`src/rtl/lcd_sequencer.sv`:
```
// lcd_sequencer: power-up/init command sequencing and request arbitration for the character-LCD mux.
// Optional feature macro LCD_REINIT_EN adds a `reinit` input that reruns the init steps from IDLE.
module lcd_sequencer #(
  parameter int T_POWERUP = 750000,
  parameter int T_EN      = 12,
  parameter int T_CMD     = 2000,
  parameter int T_CLEAR   = 82000,
  parameter int CNT_W     = 20
) (
  input  logic       clk,
  input  logic       rst,
  input  logic       clr_req,
  input  logic       enhe_req,
  input  logic       char_valid,
  input  logic [6:0] char_d,
`ifdef LCD_REINIT_EN
  input  logic       reinit,
`endif
  output logic       req_ready,
  output logic [2:0] grant,
  output logic [2:0] scrinit,
  output logic       init,
  output logic       creaenhe,
  output logic [6:0] d_out,
  output logic       lcd_e,
  output logic       init_done,
  output logic       busy
);

  typedef enum logic [2:0] {
    ST_PWR   = 3'd0,
    ST_SETUP = 3'd1,
    ST_PULSE = 3'd2,
    ST_WAIT  = 3'd3,
    ST_IDLE  = 3'd4
  } state_t;

  state_t           state_r;
  logic [CNT_W-1:0] cnt_r;
  logic             in_init_r;
  logic [CNT_W-1:0] wait_last_s;
  logic             reinit_s;

`ifdef LCD_REINIT_EN
  assign reinit_s = reinit;
`else
  assign reinit_s = 1'b0;
`endif

  // Init command order: 101 -> 001 -> 010 -> 011 -> 100.
  function automatic logic [2:0] next_step(input logic [2:0] cur);
    case (cur)
      3'b101:  next_step = 3'b001;
      3'b001:  next_step = 3'b010;
      3'b010:  next_step = 3'b011;
      3'b011:  next_step = 3'b100;
      default: next_step = 3'b000;
    endcase
  endfunction

  // Post-strobe wait length: clears (init step 100 or user clear) need the long wait.
  always_comb begin
    wait_last_s = CNT_W'(T_CMD - 1);
    if (init || (scrinit == 3'b100)) begin
      wait_last_s = CNT_W'(T_CLEAR - 1);
    end else begin
      wait_last_s = CNT_W'(T_CMD - 1);
    end
  end

  // Sequencer FSM with all outputs registered.
  always_ff @(posedge clk) begin
    if (rst) begin
      state_r   <= ST_PWR;
      cnt_r     <= '0;
      in_init_r <= 1'b1;
      scrinit   <= 3'b000;
      init      <= 1'b0;
      creaenhe  <= 1'b0;
      d_out     <= 7'h00;
      lcd_e     <= 1'b0;
      req_ready <= 1'b0;
      grant     <= 3'b000;
      init_done <= 1'b0;
      busy      <= 1'b1;
    end else begin
      grant <= 3'b000;
      case (state_r)
        ST_PWR: begin
          if (cnt_r == CNT_W'(T_POWERUP - 1)) begin
            cnt_r   <= '0;
            scrinit <= 3'b101;
            state_r <= ST_SETUP;
          end else begin
            cnt_r <= cnt_r + CNT_W'(1);
          end
        end
        ST_SETUP: begin
          lcd_e   <= 1'b1;
          cnt_r   <= '0;
          state_r <= ST_PULSE;
        end
        ST_PULSE: begin
          if (cnt_r == CNT_W'(T_EN - 1)) begin
            lcd_e   <= 1'b0;
            cnt_r   <= '0;
            state_r <= ST_WAIT;
          end else begin
            cnt_r <= cnt_r + CNT_W'(1);
          end
        end
        ST_WAIT: begin
          if (cnt_r == wait_last_s) begin
            cnt_r <= '0;
            if (in_init_r && (scrinit != 3'b100)) begin
              scrinit <= next_step(scrinit);
              state_r <= ST_SETUP;
            end else begin
              // d_out deliberately keeps its last value on return to IDLE.
              scrinit   <= 3'b000;
              init      <= 1'b0;
              creaenhe  <= 1'b0;
              in_init_r <= 1'b0;
              init_done <= 1'b1;
              req_ready <= 1'b1;
              busy      <= 1'b0;
              state_r   <= ST_IDLE;
            end
          end else begin
            cnt_r <= cnt_r + CNT_W'(1);
          end
        end
        ST_IDLE: begin
          if (reinit_s) begin
            in_init_r <= 1'b1;
            init_done <= 1'b0;
            scrinit   <= 3'b101;
            req_ready <= 1'b0;
            busy      <= 1'b1;
            state_r   <= ST_SETUP;
          end else if (clr_req) begin
            grant     <= 3'b100;
            init      <= 1'b1;
            req_ready <= 1'b0;
            busy      <= 1'b1;
            state_r   <= ST_SETUP;
          end else if (enhe_req) begin
            grant     <= 3'b010;
            creaenhe  <= 1'b1;
            req_ready <= 1'b0;
            busy      <= 1'b1;
            state_r   <= ST_SETUP;
          end else if (char_valid) begin
            grant     <= 3'b001;
            d_out     <= char_d;
            req_ready <= 1'b0;
            busy      <= 1'b1;
            state_r   <= ST_SETUP;
          end else begin
            state_r <= ST_IDLE;
          end
        end
        default: begin
          state_r   <= ST_PWR;
          cnt_r     <= '0;
          in_init_r <= 1'b1;
          scrinit   <= 3'b000;
          init      <= 1'b0;
          creaenhe  <= 1'b0;
          lcd_e     <= 1'b0;
          req_ready <= 1'b0;
          init_done <= 1'b0;
          busy      <= 1'b1;
        end
      endcase
    end
  end

endmodule

```
`config.mk`:
```
export PLATFORM = sky130hd
export DESIGN_NAME = lcd_sequencer
export DESIGN_NICKNAME = d
export VERILOG_FILES = /design/src/rtl/lcd_sequencer.sv
export SDC_FILE = /design/constraint.sdc
export NUM_CORES = 1
export LEC_CHECK = 0
export ABC_AREA = 1
export BUFFER_PORTS_ARGS = -buffer_cell sky130_fd_sc_hd__buf_2
export CORE_MARGIN = 2
export CORE_UTILIZATION = 35
export DETAILED_ROUTE_END_ITERATION = 7
export GPL_TIMING_DRIVEN = 0
export SYNTH_ARGS = -nofsm -noshare
export SYNTH_HDL_FRONTEND = slang
export SYNTH_SLANG_ARGS = --single-unit
```
`constraint.sdc`:
```
create_clock -name clk -period 1.9 [get_ports clk]
set_clock_uncertainty 0.1 [all_clocks]
set_input_delay 0.095 -clock clk [delete_from_list [all_inputs] [get_ports clk]]
set_output_delay 0.095 -clock clk [all_outputs]
set_load 0.02 [all_outputs]
```
[Word-level counts from Yosys, hierarchy flattened]
Index checks and enable logic that the tools add are counted.
Storage, ports and cells
  logic and storage cells: 103
  flip-flop bits (word level): 43
  input port bits: 12
Operators by class
  equal/unequal tests: 21
  bitwise logic cells: 7
  add/sub/neg operators: 1
  reductions and logical operators: 18
  muxes and demuxes: 42
Operators by type and width (number)
  case mux 20 bit (4 select lines): 1
  2-to-1 mux 20 bit: 3
  2-to-1 mux 3 bit: 11
  adder 20 x 1 -> 20 bit (second input constant): 1
  == test 20 bit: 1
  == test 20 bit (second input constant): 1
  == test 20 x 4 -> 1 bit (second input constant): 1
  2-to-1 mux 17 bit: 1
  2-to-1 mux 1 bit: 15
  case mux 1 bit (3 select lines): 5
  case mux 3 bit (5 select lines): 1
  != test 2 bit (second input constant): 7
  == test 3 x 2 -> 1 bit (second input constant): 4
  case mux 3 bit (4 select lines): 1
  AND reduction 4 bit: 3
  OR reduction 3 bit: 4
  == test 3 bit (second input constant): 3
  case mux 3 bit (3 select lines): 1
  AND reduction 3 bit: 3
  OR reduction 4 bit: 2
  NOT 1 bit: 7
  == test 3 x 1 -> 1 bit (second input constant): 2
  AND reduction 5 bit: 1
  != test 4 bit (second input constant): 1
  8 further kinds: 9

[Logic depth before layout (Yosys ltp)]
  word-level depth: 6
  mapped depth: 12
  depth with buffers taken out: 11

[Least setup slack after synthesis]
Ideal clock, no wire load.
  path kind: register to register
  start point: register cnt_r[0]
  end point: register cnt_r[10]
  setup slack: 0.194 ns
  required time: 1.687 ns
  setup time: 0.113 ns
  stages on the path, launching flop included: 12
  clock period less this slack: 1.706 ns
  arrival time: 1.493 ns
  cells stage by stage: dfxtp_1 > ha_1 > nand2_2 > nor2_4 > nand3_2 > nor2_2 > nand3_2 > nand2_4 > nand3_4 > buf_6 > nand3b_1 > nand2_1
On the way
  longest elaborated chain between the ends: 3
  elaborated cells between the ends (all ways): 8
  classes of those cells: add/sub (1); eq/ne (3); mux (4)
Ends and longest elaborated chain
  start: declaration: RTL line 39  | logic [CNT_W-1:0] cnt_r;
  start signal: assignment: RTL line 95  | cnt_r <= cnt_r + CNT_W'(1);
  start signal: assignment: RTL line 109  | cnt_r <= cnt_r + CNT_W'(1);
  start signal: assignment: RTL line 130  | cnt_r <= cnt_r + CNT_W'(1);
  adder 20 x 1 -> 20 bit, or another cell as far along: RTL line 95, 109, 130
  2-to-1 mux 20 bit (on tied branches): RTL line 113, 104, 90
  case mux 20 bit (4 select lines) *: RTL line 88  | case (state_r)
Every way passes the cells marked *; elsewhere a longest branch is shown, timed or not.
A chain may end at the register's enable or synchronous reset.

[Final worst setup path]
  start point: register cnt_r[14]
  end point: register cnt_r[6]
On the way
  longest elaborated chain between the ends: 3
  elaborated cells between the ends (all ways): 7
  classes of those cells: eq/ne (3); mux (4)
Ends and longest elaborated chain
  == test 20 bit, or another cell as far along: RTL line 113  | if (cnt_r == wait_last_s) begin
  2-to-1 mux 20 bit (on tied branches): RTL line 113, 104, 90
  case mux 20 bit (4 select lines) *: RTL line 88
Marks and branches as above.

==> qor.json <==
{
  "yosys": {
    "post-synth-top-count-cell": "nand2_1",
    "synth_seq_area_share_pct": 34.23,
    "post_synth.cell_area_avg_sq_um": 6.618,
    "synth_top_area_cell": "dfxtp_1",
    "netlist_top_cells_area": "dfxtp_1 (34%), nand2_1 (14%), nor2_1 (7.2%)",
    "synthCells": 380,
    "synth.yosys.warnings": 0,
    "syn_area_sq_mm": 0.002515,
    "syn-num-nets": 393,
    "ys_async_sr_fraction_pct": 0,
    "synth.ff_latch_count": 43,
    "area_fraction_of_the_dominant_cell_type_after_synthesis_pct": 34.23,
    "synth_commonest_cells": "nand2_1 (91), nor2_1 (48), dfxtp_1 (43)",
    "yosys.cell_types.count": 30,
    "postSynth.topFlopCell": "dfxtp_1",
    "synth_enable_flop_cells": 0
  },
  "global_route": {
    "grt_pass1_vias": 2274,
    "grt_util_all_layers_pct": 17.14,
    "grt_max_degree": 16,
    "antenna_found_initial": 0,
    "gr-total-overflow": 0,
    "grt_first_pass_wirelength_um": 10580
  },
  "clock_tree": {
    "tritoncts": "built",
    "numClockSinks": 43,
    "htree_num_levels": 2,
    "cts.clk_slew.worst_paths_ns": 0.09,
    "tritoncts.num_buffers": 5,
    "clock_tree.buffer_depth": 2,
    "clk_root_buffer_cell": "clkbuf_8",
    "insertion_delay_ns": 0.30
  },
  "pwr": {
    "total_power_mw": 2.059,
    "switching_power_mw": 0.6725,
    "cell_internal_pwr_mw": 1.386,
    "clockPowerShare_pct": 30.5,
    "power.ir.vdd_worst_mv": 0.4263,
    "seq_power_share_pct": 48.5,
    "swShare_pct": 32.66,
    "comb_power_share_pct": 21.1,
    "static-leakage-power_nw": 1.402,
    "p_per_area_mw_per_mm2": 661.3
  },
  "timing": {
    "final_worst_path_cycle_share_pct": 94.17,
    "tns_ns": 0,
    "final_report_max_slew_violation_count": 0,
    "period_needed_ns": 1.789,
    "rsz0062_at_grt": "yes",
    "max_freq_mhz": 558.9,
    "worst-slew-pin-transition_ns": 0.5381,
    "finalSetupViolCount": 0,
    "final_worst_slack_ns": 0.1107,
    "hold_violations": 0,
    "relSlewSlack_pct": 64.13,
    "hold_slack_ns": 0.1460
  },
  "detailed_routing": {
    "wirelength_um": 6386,
    "detail-route-antenna-nets": 0,
    "route.detailed.drc": 0,
    "drtIter0Drc": 216,
    "drt-pass1-iter-count": 4,
    "vias_per_cell": 4.775,
    "average_routed_wire_per_standard_cell_um": 12.07,
    "vias": 2526
  },
  "layout": {
    "final_core_utilization_pct": 45.32,
    "drive_above_1_share_pct": 21.48,
    "n_antenna_cell": 0,
    "flow.area_growth_from_synthesis_pct": 23.78,
    "instances_no_fill": 529,
    "finish.instance_area_sq_mm": 0.003113,
    "net_total_in_the_final_layout": 445
  },
  "floorplan": {
    "die_width_um": 88.77,
    "design.core.area_sq_mm": 0.006869,
    "row_count": 30,
    "die_boundary_height_um": 88.77,
    "starting_density_of_the_core_pct": 36.61,
    "dieArea_sq_mm": 0.007879,
    "ioPinCount": 31
  },
  "setup_path": {
    "critical_path_cell_by_cell": "buf_2, inv_2, nand3_1, nor2_1, nand2_1, nand2_1, nand3_2, nand2_4, nand3_4, clkbuf_16, nand3_1, nand2_1",
    "data_required_time_of_the_critical_path_ns": 2.01,
    "crit_path_max_cell_delay_ns": 0.30,
    "worstSetupStartpointType": "register",
    "critical_path_slowest_stage_cell": "dfxtp_1",
    "critical_path_start_end_classification": "register to register",
    "critPathArrivalTime_ns": 1.90,
    "end_kind": "register",
    "cp_common_cell": "nand2_1",
    "worstPathMaxFanout": 7
  },
  "placement": {
    "postPlaceCellArea_sq_mm": 0.002780,
    "place_hpwl_um": 4560,
    "placement.io_buffers": 29,
    "worst_slack_after_detailed_placement_ns": -0.1208,
    "place_congestion": 0.8696,
    "place.detailed.instances": 505
  },
  "flow_run": {
    "maxCapViolations": 0
  },
  "worst_hold_path": {
    "hp-class": "primary input to register"
  },
  "run_status": {
    "run_status": "finished, final reports clean"
  }
}
[repair_timing]
item / 4_1_cts / 5_1_grt
setup endpoints to repair: 18 / 27
pin swaps: 1 / 7
endpoints found under the hold margin: 10 / 0
resized for setup: 4 / 19
setup buffers: 1 / 4
hold buffers: 10 / 0
cloned: 0 / 1
[power by group through the flow]
stage	Combinational [mW]	Clock, mW	Sequential [mW]
after detailed placement	0.352	0	1.01
after global routing	0.487	0.693	1.01
after CTS	0.373	0.650	0.993
final	0.434	0.627	0.998
after floorplan	0.236	0	1.02
after global placement	0.348	0	1.01
[final timing paths]
kind,startpoint,to,slack (ns),cells past startpoint
worst max-delay path,cnt_r[14],cnt_r[6],0.11,12
worst min-delay path,rst,lcd_e,0.15,2
worst max register to register,cnt_r[14],cnt_r[6],0.11,12
worst min register to register,creaenhe,creaenhe,0.35,2
[area by class of cell]
| cell class | instances | area [sq um] |
|---|---|---|
| fill | 713 | 3756 |
| inverter | 46 | 172.7 |
| clock buffer | 5 | 68.82 |
| clock inverter | 3 | 23.77 |
| buffer | 13 | 81.33 |
| timing repair buffer | 45 | 311.5 |
| sequential | 43 | 869.6 |
| tap | 96 | 120.1 |
| multi-input combinational | 278 | 1465 |
[critical path: cells and delay by family, from the launching register on]
kind / cells / cell delay [ns]
and+or+nand+nor: 9 / 0.82
DFF: 1 / 0.30
buffers and inverters: 3 / 0.46
[flip-flops by register name, indices dropped and copies added (netlist names)]
register	flops
init	1
creaenhe	1
d_out	7
init_done	1
in_init_r	1
req_ready	1
scrinit	3
busy	1
lcd_e	1
grant	3
cnt_r	20
state_r	3
[kinds of logic (layout without fill, tap and decap cells)]
kind of cell             count (synthesis)  count (layout)  share of synthesized area (%)
adder cells (fa/ha/maj)                  1               1                         0.4974
XOR/XNOR                                13              13                          4.527
buffers and inverters                   59             112                          9.850
flip-flops                              43              43                          34.23
AND/OR/NAND/NOR                        229             229                          43.43
AO/OA/AOI/OAI                           35              35                          7.463
[cells in the final DEF, fill, tap and decap left out, drive strengths merged]
master       synthesis  layout
nand2               94      94
nor2                57      57
inv                 45      46
buf                 11      44
dfxtp               43      43
nand3               39      39
o21ai               16      16
a21oi               15      15
nor3                15      15
nand4               14      14
xor2                12      12
nand3b              10      10
dlygate4sd3          0      10
clkbuf               2       9
clkinvlp             0       2
clkinv               1       1
o211ai               1       1
a31oi                1       1
xnor2                1       1
a21boi               1       1
a211oi               1       1
ha                   1       1
[routing by layer]
| metal | GRT usage, % | routed length, um |
|---|---|---|
| met4 | 6.336 | 85 |
| met5 | 0 | 0 |
| met3 | 2.705 | 291 |
| met1 | 24.02 | 3038 |
| met2 | 26.53 | 2971 |
No activity file was read; power rests on OpenSTA's default activity.
